`src/rtl/sha_msg_schedule.sv`:
```
// SHA-2 message schedule: expands one 16-word block into ROUNDS words with a 16-entry sliding window.
// Optional SHA_SCHED_BACK2BACK_EN loads the next block on the final beat, so no bubble separates blocks.
module sha_msg_schedule #(
  parameter int DATA_WIDTH = 32,
  parameter int ROUNDS     = 64,
  parameter int IDX_W      = 7
) (
  input  logic                      clk,
  input  logic                      rst,
  input  logic                      block_valid,
  output logic                      block_ready,
  input  logic [16*DATA_WIDTH-1:0]  block_data,
  output logic                      w_valid,
  input  logic                      w_ready,
  output logic [DATA_WIDTH-1:0]     w_data,
  output logic [IDX_W-1:0]          w_index,
  output logic                      w_last,
  output logic                      state_dbg
);

  if (DATA_WIDTH != 32 && DATA_WIDTH != 64) begin : g_bad_width
    $error("sha_msg_schedule: DATA_WIDTH must be 32 or 64");
  end
  if (ROUNDS < 16 || ROUNDS > 128) begin : g_bad_rounds
    $error("sha_msg_schedule: ROUNDS must be in 16..128");
  end
  if ((1 << IDX_W) < ROUNDS) begin : g_bad_idx
    $error("sha_msg_schedule: IDX_W too narrow for ROUNDS");
  end

  localparam int S0_A = (DATA_WIDTH == 64) ? 1  : 7;
  localparam int S0_B = (DATA_WIDTH == 64) ? 8  : 18;
  localparam int S0_S = (DATA_WIDTH == 64) ? 7  : 3;
  localparam int S1_A = (DATA_WIDTH == 64) ? 19 : 17;
  localparam int S1_B = (DATA_WIDTH == 64) ? 61 : 19;
  localparam int S1_S = (DATA_WIDTH == 64) ? 6  : 10;
  localparam logic [IDX_W-1:0] LAST_T = IDX_W'(ROUNDS - 1);

  typedef enum logic {IDLE = 1'b0, RUN = 1'b1} state_t;

  state_t                state;
  logic [IDX_W-1:0]      t;
  logic [DATA_WIDTH-1:0] win [16];
  logic [DATA_WIDTH-1:0] next_w;
  logic                  at_last, beat, accept;

  function automatic logic [DATA_WIDTH-1:0] rotr(input logic [DATA_WIDTH-1:0] x, input int n);
    return (x >> n) | (x << (DATA_WIDTH - n));
  endfunction

  function automatic logic [DATA_WIDTH-1:0] sigma0(input logic [DATA_WIDTH-1:0] x);
    return rotr(x, S0_A) ^ rotr(x, S0_B) ^ (x >> S0_S);
  endfunction

  function automatic logic [DATA_WIDTH-1:0] sigma1(input logic [DATA_WIDTH-1:0] x);
    return rotr(x, S1_A) ^ rotr(x, S1_B) ^ (x >> S1_S);
  endfunction

  // Handshakes: a transfer happens on a rising edge where valid & ready are both high;
  // valid never drops without a transfer, and data/index/last hold while ready is low.
  assign at_last = (t == LAST_T);
  assign beat    = (state == RUN) && w_ready;
  assign accept  = block_valid && block_ready;

`ifdef SHA_SCHED_BACK2BACK_EN
  assign block_ready = (state == IDLE) || ((state == RUN) && at_last && w_ready);
`else
  assign block_ready = (state == IDLE);
`endif

  assign w_valid   = (state == RUN);
  assign w_data    = win[0];
  assign w_index   = t;
  assign w_last    = (state == RUN) && at_last;
  assign state_dbg = (state == RUN);

  // Window indices are shifted by t: win[14]=W(t+14) plays W(t+16-2), win[1] plays W(t+16-15).
  always_comb begin
    next_w = sigma1(win[14]) + win[9] + sigma0(win[1]) + win[0];
  end

  always_ff @(posedge clk or posedge rst) begin
    if (rst) begin
      state <= IDLE;
      t     <= '0;
      for (int i = 0; i < 16; i++) win[i] <= '0;
    end else begin
      if (beat && !at_last) begin
        for (int i = 0; i < 15; i++) win[i] <= win[i+1];
        win[15] <= next_w;
        t       <= t + 1'b1;
      end
      if (beat && at_last) state <= IDLE;
      // A load on the final beat overrides the return to IDLE.
      if (accept) begin
        for (int i = 0; i < 16; i++) win[i] <= block_data[(16-i)*DATA_WIDTH-1 -: DATA_WIDTH];
        t     <= '0;
        state <= RUN;
      end
    end
  end

endmodule

```
`config.mk`:
```
export PLATFORM = sky130hd
export DESIGN_NAME = sha_msg_schedule
export DESIGN_NICKNAME = d
export VERILOG_FILES = /design/src/rtl/sha_msg_schedule.sv
export SDC_FILE = /design/constraint.sdc
export NUM_CORES = 2
export LEC_CHECK = 0
export BUFFER_PORTS_ARGS = -buffer_cell sky130_fd_sc_hd__buf_2
export CORE_MARGIN = 2
export CORE_UTILIZATION = 50
export CTS_BUF_LIST = sky130_fd_sc_hd__clkbuf_8
export CTS_CLUSTER_SIZE = 12
export DETAILED_ROUTE_END_ITERATION = 8
export GPL_TIMING_DRIVEN = 1
export MAX_ROUTING_LAYER = met4
export PLACE_DENSITY = 0.81
export SYNTH_ARGS = -nofsm -noshare
export SYNTH_HDL_FRONTEND = slang
export SYNTH_SLANG_ARGS = --single-unit
export TNS_END_PERCENT = 50
```
`constraint.sdc`:
```
create_clock -name clk -period 51.8 [get_ports clk]
set_clock_uncertainty 0.1 [all_clocks]
set_input_delay 5.18 -clock clk [delete_from_list [all_inputs] [get_ports clk]]
set_output_delay 5.18 -clock clk [all_outputs]
set_load 0.01 [all_outputs]
```
=== After elaboration in Yosys (flattened, before gate mapping) ===
Cells that the tools add are included.

* Add/sub/neg operators: 4
* Eq/ne operators: 1
* Reductions and logical operators: 8
* Bitwise gates (word level): 9
* Mux-type cells: 6

{| class="wikitable"
|+ Operators with widths
! operator !! number
|-
| $mux 512 || 2
|-
| $add 32x32->32 || 3
|-
| $xor 32x32->32 || 2
|-
| $or 13x32->32 || 1
|-
| $or 14x32->32 || 1
|-
| $or 15x32->32 || 1
|-
| $or 25x32->32 || 1
|-
| $xor 32x22->32 || 1
|-
| $xor 32x29->32 || 1
|-
| $mux 7 || 2
|-
| $add 7x1->7 const B || 1
|-
| $eq 7x6->1 const B || 1
|-
| $logic_and 1x1->1 || 5
|-
| $reduce_bool 2->1 || 2
|-
| $mux 1 || 2
|-
| $logic_not 1->1 || 1
|-
| $not 1->1 || 1
|}

* Word-level logic and storage cells: 46
* Output and inout port bits: 43
* Bits in registers: 520

=== Logic depth before layout (Yosys ltp) ===
* Depth after elaboration: 8
* Depth in mapped cells: 17

=== Worst setup path after synthesis ===
OpenSTA, ideal clock, no wires.

* Path type: input to register
* Start: input port w_ready
* End: register win, in the netlist w_data[10]
* Arrival: 6.364 ns
* Stages: 7
* Library setup time: 0.082 ns
* Data required time: 51.618 ns
* Setup slack: 45.254 ns
* Cells stage by stage: nand2_1 > or2_2 > clkbuf_1 > clkbuf_1 > clkbuf_1 > nand2_1 > a31oi_1

* Longest elaborated chain between the ends: 3

{| class="wikitable"
|+ RTL lines
! element !! RTL line !! text
|-
| from (decl) || 14 || <nowiki>input logic w_ready,</nowiki>
|-
| $logic_and 1x1->1 || 62 || <nowiki>assign beat = (state == RUN) && w_ready;</nowiki>
|-
| $logic_and 1x1->1 || 88 || <nowiki>if (beat && !at_last) begin</nowiki>
|-
| $reduce_bool 2->1 (no line) || -- ||
|-
| to (decl) || 43 || <nowiki>logic [DATA_WIDTH-1:0] win [16];</nowiki>
|}

No other way between the ends.
A chain may end at the register's enable or synchronous reset.

=== Worst setup path after layout ===
* Start: input port block_valid
* End: register win[267] in the netlist's numbering

* Longest elaborated chain between the ends: 2
* Elaborated cells between the ends (all ways): 3
* Classes of those cells: mux (1); reduce/logical (2)

{| class="wikitable"
|+ RTL lines
! element !! RTL line !! text
|-
| from (decl) || 10 || <nowiki>input logic block_valid,</nowiki>
|-
| $logic_and 1x1->1 (*) || 63 || <nowiki>assign accept = block_valid && block_ready;</nowiki>
|-
| $mux 512 or $reduce_bool 2->1 (tied branches) || -- ||
|}

Every way passes the cells marked *; elsewhere a longest branch is shown, timed or not.

==> results.txt <==
Synth Area in XOR/XNOR: 4.80%
Status: completed
Tcrit/Tclk final: 16.1%
Post-route insts no fill: 4,533
FILL cells: 4,883
Final hold violation count: 0
Kind of end point of the critical path: flop
Largest net degree at the start of global routing: 287
Routed WL: 98.9 mm
P_leak: 15.6 nW
CORE AREA: 0.0548 mm²
Fin. max-slew vios: 0
Clock share of power: 14.3%
Most frequent cell after synthesis: nand2_1
Fin crit period: 8330 ps
Clock Pin Slew Worst Setup and Hold Paths: 60 ps
Wirelength per Cell: 21.8 µm
Syn-to-layout area delta: 16.2%
Top post-synthesis cells by area: dfrtp_1 (47%), nand2_1 (14%), a31oi_1 (11%)
Row Count: 86
Gr ovfl total: 0
Buffers added on ports: 558
Pre-CTS WS: 42,970 ps
H-tree levels: 3
Logic pwr share: 57.6%
Die Height: 239 µm
Share of post-route cells with drive strength above 1: 18.9%
Remaining DRCs: 0
Worst EP required: 52,270 ps
Post-synthesis mux area share: 0%
Yosys reg bits: 520
Crit path kind: primary input to flop
Yosys top cell by area: dfrtp_1
Pre-antenna DRT Iters: 6
Commonest cells in the netlist: nand2_1 (1,007), nor2_1 (521), dfrtp_1 (520)
Post-synth EDFFs: 0
Hold Crit Class: flop to flop
Total CTS buffers: 88
Die width: 239 µm
Adder-Cell Fraction of Synth Area: 5.96%
Drt initial violations: 3,235
Gr usage total: 35.2%
Final worst setup slack: 43,470 ps
Post-DP HPWL: 72.8 mm
Sw Ratio: 47.5%
Via count: 25,900
F_max: 120 MHz
First-pass GRT wire length: 144 mm
Asr flop ratio synth: 100%
Maximum VDD drop: 0.0000778 V
Post_cts resized: 0
Initial antenna violation count: 26
Setup violations, final: 0
Register share of total power: 28.1%
CTS Root Buffer Type: clkbuf_8
Post-synthesis compound-gate area fraction: 14.2%
Max-cap violations: 0
TritonCTS clock tree: yes
CP Max Fanout: 255
# hold bufs at CTS: 0
Worst-case clock buffer depth: 3
Crit path DAT: 8800 ps
Internal Power: 0.00137 W
Sum Neg Setup Slack: 0 ps
Yosys warnings: 0
Yosys cell types: 46
Psw: 0.00124 W
Seq/Total Area, Yosys: 47.2%
Die Area: 0.0570 mm²
RSZ-0062 raised after global routing: false
Clock sinks: 520
Io pins: 559
ANT nets after route: 0
Critical Path Source Type: primary input
Worst-Skew Late Latency: 680 ps
Setup bufs post-CTS: 0
Netlist Area Pre-Place: 0.0275 mm²
Synth top area share: 47.2%
Main combinational cell family by area after synthesis: simple AND/OR/NAND/NOR gates
Starting Density: 50.3%
Final GP Congestion: 0.970
Ys flop type: dfrtp_1
Vias in the first global route: 24,100
Hold slack: 413 ps
Worst-margin pin slew: 1220 ps
Placed Cells incl. Taps: 4,353
Syn Area/Cell: 8.15 µm²
Vias per cell: 5.72
Relative slew slack: 18.9%
Simple logic cell fraction of the synthesized area: 21.5%
Power density cells: 81.5 mW/mm²
Post-Syn Instances: 3,379
Syn nets: 3,989
# nets final: 4,349
[placed cells by master (no fill, tap or decap), types with 2 or more instances in the layout]
cell	Yosys	routed
nor2b_1	3	2
nor3_1	5	5
a22oi_1	3	3
o22ai_1	11	11
fa_1	62	62
nand3_1	8	8
buf_4	33	17
xnor2_1	94	94
nand2_1	1007	1006
clkbuf_8	0	114
inv_1	122	146
inv_8	0	2
nor2_1	521	520
o21ai_0	30	30
and3_1	5	5
buf_12	0	4
dfrtp_1	520	520
nand4_1	4	4
diode_2	0	29
buf_2	0	558
o21bai_1	3	3
a21o_1	12	12
a21oi_1	53	53
o31ai_1	3	3
a31oi_1	489	489
xor2_1	57	57
clkinv_2	0	9
ha_1	32	32
nand2b_1	3	3
o41ai_2	2	2
o21ai_1	2	2
[cell type report]
type	instances	area (µm²)	share of cell area [%]
clock buffer	114	1570	4.90
antenna	29	72.6	0.227
timing repair buffer	579	3000	9.38
sequential	520	13000	40.7
tap	704	881	2.75
inverter	122	465	1.45
multi-input combinational	2428	12800	40.0
clock inverter	37	189	0.590
[worst max-delay path, stage by stage]
cell and delay [ps]:
buf_2 120, nand2_4 400, buf_4 730, buf_12 690, buf_4 1010, nor2_1 140
a31oi_1 220
[cells by family after synthesis]
| family | Yosys count |
|---|---|
| simple gates | 1561 |
| compound gates | 622 |
| flops | 520 |
| buf+inv | 431 |
| xor+xnor | 151 |
| fa+ha+maj | 94 |
[metrics by stage]
stage	util (%)	cell area (µm²)	total power [W]
2_1_floorplan	-	27500	0.00177
3_3_place_gp	55.1	30200	0.00218
3_5_place_dp	55.1	30200	0.00221
4_1_cts	58.3	31900	0.00259
5_1_grt	58.4	32000	0.00280
6_report	58.4	32000	0.00261
[sequential cells by signal (all words and copies together), names as in the netlist]
name / cells
win: 480
state_dbg: 1
w_index: 7
w_data: 32
[layer usage]
layer	vias to the layer above	wire, µm	track usage, %
met5	-	0	-
met4	0	5790	19.1
met3	242	10600	9.53
met2	1387	43400	50.5
met1	12500	39100	45.6
li1	11800	-	-
[path summary, 6_finish.rpt]
kind	startpoint	to	slack, ps	depth (start not counted)
hold reg to reg	win[31]$_DFFE_PP0P_	win[31]$_DFFE_PP0P_	410	2
max in group asynchronous	rst	win[317]$_DFFE_PP0P_	44420	4
setup reg to reg	win[51]$_DFFE_PP0P_	win[24]$_DFFE_PP0P_	46630	15
min in group asynchronous	rst	w_index[6]$_DFFE_PP0P_	4580	2
setup / recovery	block_valid	win[267]$_DFFE_PP0P_	43470	7
hold / removal	win[31]$_DFFE_PP0P_	win[31]$_DFFE_PP0P_	410	2
[power groups by stage]
stage	Sequential (W)	Combinational (W)	Clock, W
after global routing	0.000746	0.00166	0.000394
after global placement	0.000730	0.00145	0
final	0.000733	0.00150	0.000373
after CTS	0.000725	0.00149	0.000376
after detailed placement	0.000731	0.00148	0
after floorplan	0.000646	0.00113	0
(Power assumes the default switching activity.)
